===== src/rtl/prefix_carry_stage.sv =====
// Kogge-Stone carry resolution and modular sum select for the 7-bit adder (plain and primed sets).
// Latency: 4 cycles from accept to out_valid; one transfer per cycle when unstalled.
// Backpressure: per-stage valid/ready chain; empty stages still accept, a full pipe drops in_ready.
module prefix_carry_stage (
    input  logic       clk,
    input  logic       rst_n,
    input  logic       in_valid,
    output logic       in_ready,
    input  logic [6:0] carry_generate_vector,
    input  logic [6:0] carry_propagate_vector,
    input  logic [6:0] half_sum_vector,
    input  logic [6:0] g_prim,
    input  logic [6:0] p_prim,
    input  logic [6:0] h_prim,
    input  logic       msb_extra,
    output logic       out_valid,
    input  logic       out_ready,
    output logic [6:0] result,
    output logic       sel,
    output logic [2:0] occupancy
);

    typedef struct packed {
        logic [6:0] g;
        logic [6:0] p;
        logic [6:0] h;
    } gph_t;

    // Bits below the span have no lower neighbour: shifting in zeros keeps G,
    // and the low mask keeps P unchanged there.
    function automatic gph_t ks_level(input gph_t x, input int span);
        gph_t y;
        y   = x;
        y.g = x.g | (x.p & (x.g << span));
        y.p = x.p & ((x.p << span) | ~(7'h7F << span));
        return y;
    endfunction

    function automatic logic [6:0] ks_gen(input gph_t x, input int span);
        return x.g | (x.p & (x.g << span));
    endfunction

    gph_t       in_a, in_b;
    gph_t       s1_a, s1_b, s2_a, s2_b;
    logic [6:0] s3_ca, s3_cb, s3_ha, s3_hb;
    logic       m1, m2, m3;
    logic       v1, v2, v3, v4;
    logic       rdy1, rdy2, rdy3, rdy4;
    logic       v1_n, v2_n, v3_n, v4_n;
    logic [6:0] result_q;
    logic       sel_q;
    logic [2:0] occ_q;
    logic [6:0] sum0, sum1, res_n;
    logic       sel_n;

    assign in_a = {carry_generate_vector, carry_propagate_vector, half_sum_vector};
    assign in_b = {g_prim, p_prim, h_prim};

    assign rdy4     = ~v4 | out_ready;
    assign rdy3     = ~v3 | rdy4;
    assign rdy2     = ~v2 | rdy3;
    assign rdy1     = ~v1 | rdy2;
    assign in_ready = rdy1;

    assign v1_n = rdy1 ? in_valid : v1;
    assign v2_n = rdy2 ? v1 : v2;
    assign v3_n = rdy3 ? v2 : v3;
    assign v4_n = rdy4 ? v3 : v4;

    // Group generate over [0..i] is the carry into bit i+1; carry-in is zero.
    always_comb begin
        sum0  = s3_ha ^ {s3_ca[5:0], 1'b0};
        sum1  = s3_hb ^ {s3_cb[5:0], 1'b0};
        sel_n = s3_ca[6] | s3_cb[6] | m3;
        res_n = sel_n ? sum1 : sum0;
    end

    always_ff @(posedge clk or negedge rst_n) begin
        if (!rst_n) begin
            v1       <= 1'b0;
            v2       <= 1'b0;
            v3       <= 1'b0;
            v4       <= 1'b0;
            occ_q    <= 3'd0;
            s1_a     <= '0;
            s1_b     <= '0;
            s2_a     <= '0;
            s2_b     <= '0;
            s3_ca    <= '0;
            s3_cb    <= '0;
            s3_ha    <= '0;
            s3_hb    <= '0;
            m1       <= 1'b0;
            m2       <= 1'b0;
            m3       <= 1'b0;
            result_q <= '0;
            sel_q    <= 1'b0;
        end else begin
            v1    <= v1_n;
            v2    <= v2_n;
            v3    <= v3_n;
            v4    <= v4_n;
            occ_q <= {2'b0, v1_n} + {2'b0, v2_n} + {2'b0, v3_n} + {2'b0, v4_n};
            if (in_valid && rdy1) begin
                s1_a <= ks_level(in_a, 1);
                s1_b <= ks_level(in_b, 1);
                m1   <= msb_extra;
            end
            if (v1 && rdy2) begin
                s2_a <= ks_level(s1_a, 2);
                s2_b <= ks_level(s1_b, 2);
                m2   <= m1;
            end
            if (v2 && rdy3) begin
                s3_ca <= ks_gen(s2_a, 4);
                s3_cb <= ks_gen(s2_b, 4);
                s3_ha <= s2_a.h;
                s3_hb <= s2_b.h;
                m3    <= m2;
            end
            if (v3 && rdy4) begin
                result_q <= res_n;
                sel_q    <= sel_n;
            end
        end
    end

    assign out_valid = v4;
    assign result    = result_q;
    assign sel       = sel_q;
    assign occupancy = occ_q;

endmodule

===== config.mk =====
export PLATFORM = sky130hd
export DESIGN_NAME = prefix_carry_stage
export DESIGN_NICKNAME = d
export VERILOG_FILES = /design/src/rtl/prefix_carry_stage.sv
export SDC_FILE = /design/constraint.sdc
export NUM_CORES = 1
export LEC_CHECK = 0
export ABC_AREA = 1
export BUFFER_PORTS_ARGS = -buffer_cell sky130_fd_sc_hd__clkbuf_2
export CAP_MARGIN = 10
export CELL_PAD_IN_SITES_DETAIL_PLACEMENT = 0
export CELL_PAD_IN_SITES_GLOBAL_PLACEMENT = 2
export CORE_ASPECT_RATIO = 1.1
export CORE_MARGIN = 5
export CORE_UTILIZATION = 29
export DETAILED_ROUTE_END_ITERATION = 10
export PLACE_DENSITY = 0.77
export SLEW_MARGIN = 20
export SYNTH_ARGS = -nofsm -noshare
export SYNTH_HDL_FRONTEND = slang
export SYNTH_SLANG_ARGS = --single-unit

===== constraint.sdc =====
create_clock -name clk -period 2.55 [get_ports clk]
set_input_delay 0.255 -clock clk [delete_from_list [all_inputs] [get_ports clk]]
set_output_delay 0.255 -clock clk [all_outputs]
set_load 0.01 [all_outputs]

## Yosys cells after proc, flatten, opt, wreduce, memory -nomap -nowiden

Cells that the tools add are included.
W data, S select, Z words.

- Output and inout bits: 13
- Register bits after elaboration: 130

- Mux-type cells: 5
- Bitwise gates (word level): 28
- Reductions and logical operators: 4
- $add $sub $neg: 3

Operators by type and width:

| cell | count |
|---|---|
| $and A7 B7 Y7 | 10 |
| $or A7 B7 Y7 | 6 |
| $xor A7 B7 Y7 | 2 |
| $mux W7 | 1 |
| $or A1 B1 Y1 | 6 |
| $logic_and A1 B1 Y1 | 4 |
| $mux W1 | 4 |
| $not A1 Y1 | 4 |
| $add A2 B1 Y3 | 1 |
| $add A3 B1 Y3 | 1 |
| $add A1 B1 Y2 | 1 |

## Depth between registers and ports, before layout

- Depth after elaboration: 9
- Depth in mapped cells: 11

## Worst setup path after synthesis

Ideal clock, no wire load.

- Path kind: register to register
- Start: reg v4, in the netlist out_valid
- End: reg occ_q[1], in the netlist occupancy[1]
- Period minus slack after synthesis: 2121 ps
- Path buffers: 1
- Cell stages (with the launch flop): 12
- Data arrival time: 1995 ps
- Slack: 429 ps
- Required time: 2424 ps
- Path through: dfrtp_1 -> inv_1 -> nor2_2 -> nand4_2 -> nand2_1 -> buf_4 -> nand2_1 -> inv_2 -> fa_1 -> inv_1 -> ha_1 -> ha_1

- Longest elaborated chain between the ends: 9
- Elaborated cells on any way between the ends: 12
- Those cells by class: add/sub (3); mux (4); bitwise (5)

RTL lines:

| element | line | text |
|---|---|---|
| from (decl) | 47 | `logic v1, v2, v3, v4;` |
| from (signal assigned) | 102 | `v4 <= v4_n;` |
| $not A1 Y1 | 59 | `assign rdy4 = ~v4 \| out_ready;` |
| $or A1 B1 Y1 | 59 |  |
| $or A1 B1 Y1 | 60 | `assign rdy3 = ~v3 \| rdy4;` |
| $or A1 B1 Y1 | 61 | `assign rdy2 = ~v2 \| rdy3;` |
| $or A1 B1 Y1 | 62 | `assign rdy1 = ~v1 \| rdy2;` |
| $mux W1 | 65 | `assign v1_n = rdy1 ? in_valid : v1;` |
| net v1_n | 49 | `logic v1_n, v2_n, v3_n, v4_n;` |
| $add A1 B1 Y2 | 103 | `occ_q <= {2'b0, v1_n} + {2'b0, v2_n} + {2'b0, v3_n} + {2'b0, v4_n};` |
| $add A2 B1 Y3 | 103 |  |
| $add A3 B1 Y3 | 103 |  |
| to (signal assigned) | 103 |  |
| to (decl) | 52 | `logic [2:0] occ_q;` |

The timed path passes the listed nets, and every way through them passes these cells.
A chain may end at the register's enable or synchronous reset.

## Worst setup path after layout

Same ends and word-level chain as after synthesis.

==> run metrics <==
internal power 0.00478 W; post-synth top area share 59.7%; Sw Pwr ~0.0020 W; Critical Path Slowest Stage Cell fa_1; CTS tree yes; clock buffer depth 2; Total Power 0.00680 W; Fmax 504 MHz; Post-Syn Area per Cell 8.73 um2; worst path arrival time 2.27 ns; switching part of the total power 29.7%; Worst setup SP type flip-flop; Max IR drop VDD 443 uV; Relative slew margins 56.2%; GPL Wtd Cong about 0.7; post-cts gate resize count 0; clock skew 0.00711 ns; Final period util between 70 and 80%; die area 0.0198 mm2; final setup violation count 0; most area-consuming cells after synthesis dfrtp_1 (60%), nand2_1 (20%), nand3_1 (6.6%); worst path bufs/invs 3; IO buf count between 50 and 60; Rows 50; post-synth cell types 20; final max-slew violation count 0; critical path type reg -> reg; largest net degree at the start of global routing 58; most frequent cells in the layout nand2_1 (259), dfrtp_1 (118), nand3_1 (65); drc violations 0; Final HPWL DP 7.70 mm; chip width 134 um; outcome complete, no violations; Pwr Density 1110 mW/mm2; Via-to-Cell Ratio 4.43; Fin Setup TNS 0 ns; Cell Area, Synth 0.00494 mm2; initial antenna violation count 0; Antenna Cells 0; Synth Instances 566; worst min path class in -> reg; Tmin final 1.98 ns; vias ~3800; GR Util All Layers 12.2%; crit-path cells inv_1 > nor2_2 > nand4_2 > nand2_1 > inv_2 > fa_1 > inv_1 > ha_1 > ha_1; first-pass GRT wire length 19.6 mm; initial core utilization 29.3%; P&R area growth vs syn 23.6%; worst slew pin tran ~0.66 ns; I/O Pins 60; hold slack 0.0812 ns; critical path endpoint category flip-flop; Max-Cap Viols 0; Worst-path clk slew 0.05 ns; final wirelength roughly 11 mm; critical path peak fanout 4; GRT overflow 0; crit-path max cell delay 0.52 ns; Layout Cells excl Fill 847; clk sink count 118; Synth area leader dfrtp_1; Yosys reg bits between 100 and 150; most common cell after layout, fill and taps aside nand2_1; Clock Power Share 37.5%; worst skew pair latency 0.40 ns; core area 0.0169 mm2; critical path data required time approximately 2.8 ns; combinational group share of total power 21.2%; Final #Nets just under 700; Final Core Density 36.2%; sequential element share of the synthesized area 59.7%; htree depth 4; Flop pwr share about two fifths; Die Y between 100 and 150 um; ANT nets after route 0; warnings from Yosys 0; DP Cell Count 814; drt wl/cell 13.1 um; root buffer cell clkbuf_16; drt first pass iters 5; syn_nets 616; Iteration-0 DRC Markers 167; Pleak around 3.3 nW; RSZ-0062 raised after global routing false; vias in the first global route 3973; TritonCTS buffer count 17; Top delay family on crit path adder cells; share of layout cells above drive strength 1 16.1%; final hold vios 0
path summary, 6_finish.rpt:
check | start | end | slack [ns] | cells after the start
worst min register to register | s2_a[1]$_DFFE_PN0P_ | s2_a[1]$_DFFE_PN0P_ | 0.47 | 2
worst max register to register | out_valid$_DFF_PN0_ | occupancy[1]$_DFF_PN0_ | 0.57 | 9
max in group asynchronous | rst_n | s3_ca[1]$_DFFE_PN0P_ | 1.40 | 3
worst max-delay path | out_valid$_DFF_PN0_ | occupancy[1]$_DFF_PN0_ | 0.57 | 9
min in group asynchronous | rst_n | s1_b[17]$_DFFE_PN0P_ | 0.42 | 2
worst min-delay path | h_prim[5] | s1_b[5]$_DFFE_PN0P_ | 0.08 | 3
per-stage QoR:
| step | cell area, um2 | setup WS (ns) |
|---|---|---|
| 3_5_place_dp | 5460 | 0.557 |
| 3_3_place_gp | 5460 | 0.595 |
| 6_report | 6110 | 0.565 |
| 2_1_floorplan | 4940 | 0.429 |
| 4_1_cts | 6110 | 0.545 |
| 5_1_grt | 6110 | 0.436 |
layer usage:
metal | part of all wire [%] | vias up | GRT usage (%)
met5 | 0 | - | 0
met4 | 1.5 | 0 | 4.89
met3 | 3.3 | 11 | 2.74
met2 | 46 | 65 | 18.9
met1 | 49 | 1747 | 16.5
li1 | - | 1927 | -
cell usage after synthesis (all sizes together):
cell,count
ha,2
xnor2,12
nor2,4
nand4,1
o21ai,27
fa,1
buf,19
nand3,65
a21o,10
nand2,259
inv,25
a21oi,16
dfrtp,118
clkbuf,7
final cells by class:
type	instances	area, um2
Fill cell	1787	10800
Timing Repair Buffer	67	390
Multi-Input combinational cell	397	1770
Tap cell	208	260
Sequential cell	118	2950
Clock inverter	9	145
Inverter	25	93.8
Clock buffer	23	498
registers in the layout (all words and copies together) (netlist names):
| register | cells |
|---|---|
| m1 | 1 |
| sel | 1 |
| s1_b | 19 |
| result | 7 |
| s2_b | 17 |
| occupancy | 3 |
| s3_hb | 7 |
| s1_a | 19 |
| s3_ca | 7 |
| m2 | 1 |
| s2_a | 17 |
| m3 | 1 |
| v1 | 1 |
| v3 | 1 |
| s3_ha | 7 |
| s3_cb | 7 |
| out_valid | 1 |
| v2 | 1 |
worst register-to-register path, stage by stage, from the launching register on:
cell     delay, ns
dfrtp_1       0.34
inv_1         0.07
nor2_2        0.15
nand4_2       0.13
nand2_1       0.13
inv_2         0.05
fa_1          0.52
inv_1         0.05
ha_1          0.17
ha_1          0.26
power groups by stage:
stage | Clock, W | Combinational (W) | Sequential, W
6_report | 0.00255 | 0.00144 | 0.00281
5_1_grt | 0.00270 | 0.00169 | 0.00289
4_1_cts | 0.00260 | 0.00149 | 0.00282
3_5_place_dp | 0 | 0.00148 | 0.00285
3_3_place_gp | 0 | 0.00146 | 0.00283
2_1_floorplan | 0 | 0.000996 | 0.00278
cells by family after synthesis:
kind of cell / after synthesis / synth area share, %
AO/OA/AOI/OAI: 53 / 5.95
XOR/XNOR: 12 / 2.13
adder cells (fa/ha/maj): 3 / 0.911
buffers and inverters: 51 / 4.43
flip-flops: 118 / 59.7
AND/OR/NAND/NOR: 329 / 26.9
what timing repair did:
| item | CTS | global route |
|---|---|---|
| setup endpoints to repair | 0 | 0 |
| hold buffers | 1 | 0 |
| endpoints found under the hold margin | 47 | 0 |
| setup buffers | 0 | 0 |
Note: power is estimated with default switching activity, not from simulation.
